`src/rtl/mc_go_if.sv`:
```
// go/change handshake bundle: upstream request, unit go/change,
// downstream response.
interface mc_go_if #(
  parameter int DATA_W = 32,
  parameter int LAT_W  = 4
);
  logic              req_valid;
  logic              req_ready;
  logic [DATA_W-1:0] req_data;
  logic              go;
  logic              change;
  logic              rsp_valid;
  logic              rsp_ready;
  logic [DATA_W-1:0] rsp_data;
  logic [LAT_W-1:0]  rsp_lat;
  logic              rsp_timeout;

  modport master (
    input  req_valid, req_data, change, rsp_ready,
    output req_ready, go, rsp_valid, rsp_data,
    output rsp_lat, rsp_timeout
  );

  modport slave (
    output req_valid, req_data, change, rsp_ready,
    input  req_ready, go, rsp_valid, rsp_data,
    input  rsp_lat, rsp_timeout
  );
endinterface

```
`src/rtl/mc_go_initiator.sv`:
```
// Go/change initiator: holds go until change or timeout, then
// returns tag, latency and timeout flag; keeps saturating stats.
module mc_go_initiator #(
  parameter int DATA_W  = 32,
  parameter int TIMEOUT = 15,
  parameter int LAT_W   = 4
) (
  input  logic        clk,
  input  logic        rst,
  mc_go_if.master     b,
  output logic        busy,
  output logic [15:0] done_cnt,
  output logic [15:0] to_cnt
);

  typedef enum logic [1:0] {
    IDLE,
    ISSUE,
    RESP
  } state_t;

  localparam logic [LAT_W-1:0] TO = LAT_W'(TIMEOUT);

  state_t            state;
  logic [LAT_W-1:0]  wait_cnt;
  logic [DATA_W-1:0] tag;
  logic              go_q;
  logic              rdy_q;
  logic              vld_q;
  logic [LAT_W-1:0]  lat_q;
  logic              tmo_q;
  logic              hit;

  // change seen in the first ISSUE cycle is stale from the last op
  assign hit = b.change && (wait_cnt != '0);

  assign b.go          = go_q;
  assign b.req_ready   = rdy_q;
  assign b.rsp_valid   = vld_q;
  assign b.rsp_data    = tag;
  assign b.rsp_lat     = lat_q;
  assign b.rsp_timeout = tmo_q;

  always_ff @(posedge clk or posedge rst) begin
    if (rst) begin
      state    <= IDLE;
      wait_cnt <= '0;
      tag      <= '0;
      go_q     <= 1'b0;
      rdy_q    <= 1'b1;
      vld_q    <= 1'b0;
      lat_q    <= '0;
      tmo_q    <= 1'b0;
      busy     <= 1'b0;
      done_cnt <= '0;
      to_cnt   <= '0;
    end else begin
      unique case (state)
        IDLE: begin
          if (b.req_valid) begin
            tag      <= b.req_data;
            wait_cnt <= '0;
            state    <= ISSUE;
            go_q     <= 1'b1;
            rdy_q    <= 1'b0;
            busy     <= 1'b1;
          end
        end
        ISSUE: begin
          if (hit) begin
            state <= RESP;
            go_q  <= 1'b0;
            vld_q <= 1'b1;
            lat_q <= wait_cnt;
            tmo_q <= 1'b0;
            if (done_cnt != 16'hFFFF)
              done_cnt <= done_cnt + 16'd1;
          end else if (wait_cnt == TO) begin
            state <= RESP;
            go_q  <= 1'b0;
            vld_q <= 1'b1;
            lat_q <= TO;
            tmo_q <= 1'b1;
            if (to_cnt != 16'hFFFF)
              to_cnt <= to_cnt + 16'd1;
          end else begin
            wait_cnt <= wait_cnt + 1'b1;
          end
        end
        RESP: begin
          if (b.rsp_ready) begin
            state <= IDLE;
            vld_q <= 1'b0;
            rdy_q <= 1'b1;
            busy  <= 1'b0;
          end
        end
        default: begin
          state <= IDLE;
          go_q  <= 1'b0;
          vld_q <= 1'b0;
          rdy_q <= 1'b1;
          busy  <= 1'b0;
        end
      endcase
    end
  end

endmodule

```
`src/flat_wrapper.sv`:
```
// flat-port wrapper written by rule: the top's interface ports become plain ports
module mc_go_initiator_flat 
#(
  parameter int DATA_W  = 32,
  parameter int TIMEOUT = 15,
  parameter int LAT_W   = 4
)
  (clk, rst, busy, done_cnt, to_cnt, b_req_valid, b_req_data, b_change, b_rsp_ready, b_req_ready, b_go, b_rsp_valid, b_rsp_data, b_rsp_lat, b_rsp_timeout);
  mc_go_if #(.DATA_W(DATA_W), .LAT_W(LAT_W)) b_i ();
  input  logic clk;
  input  logic rst;
  output logic busy;
  output logic [15:0] done_cnt;
  output logic [15:0] to_cnt;
  input wire logic [$bits(b_i.req_valid)-1:0] b_req_valid;
  input wire logic [$bits(b_i.req_data)-1:0] b_req_data;
  input wire logic [$bits(b_i.change)-1:0] b_change;
  input wire logic [$bits(b_i.rsp_ready)-1:0] b_rsp_ready;
  output wire logic [$bits(b_i.req_ready)-1:0] b_req_ready;
  output wire logic [$bits(b_i.go)-1:0] b_go;
  output wire logic [$bits(b_i.rsp_valid)-1:0] b_rsp_valid;
  output wire logic [$bits(b_i.rsp_data)-1:0] b_rsp_data;
  output wire logic [$bits(b_i.rsp_lat)-1:0] b_rsp_lat;
  output wire logic [$bits(b_i.rsp_timeout)-1:0] b_rsp_timeout;
  assign b_i.req_valid = b_req_valid;
  assign b_i.req_data = b_req_data;
  assign b_i.change = b_change;
  assign b_i.rsp_ready = b_rsp_ready;
  assign b_req_ready = b_i.req_ready;
  assign b_go = b_i.go;
  assign b_rsp_valid = b_i.rsp_valid;
  assign b_rsp_data = b_i.rsp_data;
  assign b_rsp_lat = b_i.rsp_lat;
  assign b_rsp_timeout = b_i.rsp_timeout;
  mc_go_initiator #(.DATA_W(DATA_W), .TIMEOUT(TIMEOUT), .LAT_W(LAT_W)) u_core (.clk(clk), .rst(rst), .b(b_i), .busy(busy), .done_cnt(done_cnt), .to_cnt(to_cnt));
endmodule
```
`config.mk`:
```
export PLATFORM = sky130hd
export DESIGN_NAME = mc_go_initiator_flat
export DESIGN_NICKNAME = d
export VERILOG_FILES = /design/src/rtl/mc_go_if.sv /design/src/rtl/mc_go_initiator.sv /design/src/flat_wrapper.sv
export SDC_FILE = /design/constraint.sdc
export NUM_CORES = 1
export LEC_CHECK = 0
export CAP_MARGIN = 10
export CORE_UTILIZATION = 30
export CTS_CLUSTER_SIZE = 16
export DETAILED_ROUTE_END_ITERATION = 8
export HOLD_SLACK_MARGIN = 0.06
export PLACE_DENSITY = 0.54
export SLEW_MARGIN = 20
export SYNTH_ARGS = -nofsm -noshare
export SYNTH_HDL_FRONTEND = slang
export SYNTH_SLANG_ARGS = --single-unit
```
`constraint.sdc`:
```
create_clock -name clk -period 3.4 [get_ports clk]
set_input_delay 0.68 -clock clk [delete_from_list [all_inputs] [get_ports clk]]
set_output_delay 0.68 -clock clk [all_outputs]
set_load 0.005 [all_outputs]
```
==> impl_results.md <==
- Outcome: complete, but fails checks
- Violated checks: design-rule violations
- Net count, final: 440
- Finish-stage setup viols: 0
- RSZ-0062 raised after global routing: false
- CP Class: flop to output pin
- TritonCTS Buffers: 9
- CP top delay family: flip-flops
- Vias in the first global route: 2,616
- Total grt overflow: 0
- Vias: 2,631
- Synth top area cells: dfrtp_1, mux2_2, xor2_1, nor4_1, nand3_1
- Post-CTS setup buffer count: 0
- Iter 0 DRT Violations: 105
- Crit end category: output pin
- Via density: 4.819
- Drt pass-1 iters: 6
- Tot Pwr: 3.544 mW
- Leak: 2.249 nW
- Largest net degree at the start of global routing: 46
- Die area: 12,590 µm²
- Setup TNS: 0 ps
- Area leader, netlist: dfrtp_1
- Most common cell after layout, fill and taps aside: clkdlybuf4s50_1
- Post-synth EDFFs: 0
- Post-Route WL: 7.953 mm
- Seq cells post-synth: 79
- Post-DP HPWL: 5.634 mm
- Layout cells sized above 1: 18.36%
- F_max: 0.4490 GHz
- Leading cell types in the layout, fill and taps excluded: clkdlybuf4s50_1, dfrtp_1, mux2_2
- FF+latch area: 1978 µm²
- Final ANT Viol Nets: 0
- Post-Syn Area per Cell: 12.78 µm²
- Worst Clk Skew: 8.962 ps
- CP required: 2720 ps
- Startpoint types: flop
- Seq/Total Area, Yosys: 54.31%
- Initial antenna violation count: 0
- # DRC: 7
- Crit-path max cell delay: 630 ps
- CTS Hold Buffers Added: 0
- Core area: 11,610 µm²
- Synth top area share: 53.59%
- Max-slew violation count: 0
- Wire length per cell: 14.57 µm
- Root Buffer: clkbuf_16
- Worst slew pin tran: 864.4 ps
- Hold Path Class: flop to flop
- Multi-input logic area: 1559 µm²
- IO Pins: 110
- Global router's overall resource usage: 13.43%
- CTS tree: done
- Cell count after synthesis: 285
- Bufs and invs on worst path: 1
- Total number of yosys warnings: 0
- # H-tree levels: 3
- Worst VDD drop: 0.3692 mV
- Syn nets: 326
- First-pass GRT wire length: 13.35 mm
- Slew headroom: 42.25%
- Die width: 112.2 µm
- Fin. Hold Viols: 0
- Die height: 112.2 µm
- CTS clk-pin slew, worst paths: 60 ps
- Unique cell type count in the Yosys netlist: 56
- Clk sinks: 79
- Worst path slowest cell: dfrtp_1
- CP cell instances: clkdlybuf4s50_1
- Clk buf depth: 2
- Post-CTS resize count: 0
- Asr flop ratio synth: 100.0%
- FP Rows: 39
- Routability cong.: 0.7459
- Area delta synth->final: 41.15%
- Max capacitance violation total: 0
- Power per Cell Area: 689.4 nW/µm²
- Final min period: 2227 ps
- Fin crit share: 65.50%
- Ant. Diodes: 0
- Starting density of the core: 31.36%
- Worst-skew pair later-pin latency: 330 ps
- CP max FO: 10
- Port Buffers: 109
- Data arrival time of the worst path: 1550 ps
- Primary FF master, synth: dfrtp_1
- FILL cells: 1,118
- Post-synthesis cell area: 3642 µm²
stage by stage:
step                util (%)  hold WS (ps)  instance area [µm²]  setup WS, ps  std cells
global placement       41.92         465.9                 4868         930.1        531
global route           44.27         517.3                 5141          1083        546
detailed placement     41.92         474.7                 4868         839.4        531
CTS                    44.27         496.6                 5141          1144        546
finish                 44.27         493.4                 5141          1173        546
floorplan                  -         474.0                 3642         698.3        285
registers in the layout, indices dropped and copies added (netlist names):
signal	flops
u_core.b.go	1
u_core.b.req_ready	1
u_core.b.rsp_data	32
u_core.b.rsp_lat	4
u_core.b.rsp_timeout	1
u_core.b.rsp_valid	1
u_core.busy	1
u_core.done_cnt	16
u_core.state	2
u_core.to_cnt	16
u_core.wait_cnt	4
worst paths after layout:
path / start / end / slack (ps) / depth (start not counted)
hold reg to reg: u_core.b.go / u_core.b.go / 490 / 1
max in group asynchronous: rst / u_core.b.rsp_data[16] / 1830 / 3
setup reg to reg: u_core.state[0] / u_core.to_cnt[6] / 1320 / 4
setup / recovery: u_core.to_cnt[7] / to_cnt[7] / 1170 / 1
hold / removal: u_core.b.go / u_core.b.go / 490 / 1
min in group asynchronous: rst / u_core.b.rsp_data[14] / 800 / 2
cells by family (layout without fill, tap and decap cells):
logic type	count (synthesis)	after routing	synth area share (%)
muxes	38	38	11.75
and+or+nand+nor	87	87	16.49
xor gates and xnor gates	28	28	6.733
AOI/OAI and AO/OA	30	30	6.424
adders and majority gates	4	4	1.374
buffers and inverters	19	137	2.920
DFF	79	79	54.31
synth_stat cells (3+ instances only):
master    count
buf_2         5
nand2_1       9
mux2i_1       3
xor2_1       28
nor3_1        7
nor2_1        9
nor4_1       11
o21a_1        3
o31ai_1       3
ha_1          4
dfrtp_1      78
nand3_1      11
mux2_2       33
a211oi_1      3
nand4_1       7
and3_1        4
inv_1        10
a21oi_1       4
o21ai_0       4
report_power, final:
part           internal (mW)  leakage (nW)  total [mW]  switching [mW]
Sequential              1.24         0.991        1.43           0.195
Clock                  0.510         0.131       0.882           0.372
Combinational          0.795          1.13        1.23           0.437
Total                   2.54          2.25        3.54            1.00
metal layers:
metal,GRT usage [%],vias up,routed length (µm)
li1,-,1267,-
met1,18.42,1276,3791
met2,20.08,78,3602
met3,4.104,10,474
met4,4.711,0,85
met5,0,-,0
final cells by class:
class                   instances  share of cell area [%]
multi-input cells             187                   30.32
clock inverters                 5                  0.6571
inverters                      10                  0.7544
clock buffers                  10                   4.648
well taps                     143                   3.480
repair buffers                112                   21.66
flip-flops and latches         79                   38.48
worst register-to-register path: cells and delay by family, from the launching register on:
family           cells  cell delay [ps]
flip-flops           1              430
XOR/XNOR             1              170
AND/OR/NAND/NOR      2              980
AO/OA/AOI/OAI        1              430
Power figures use the tool's default switching activity.
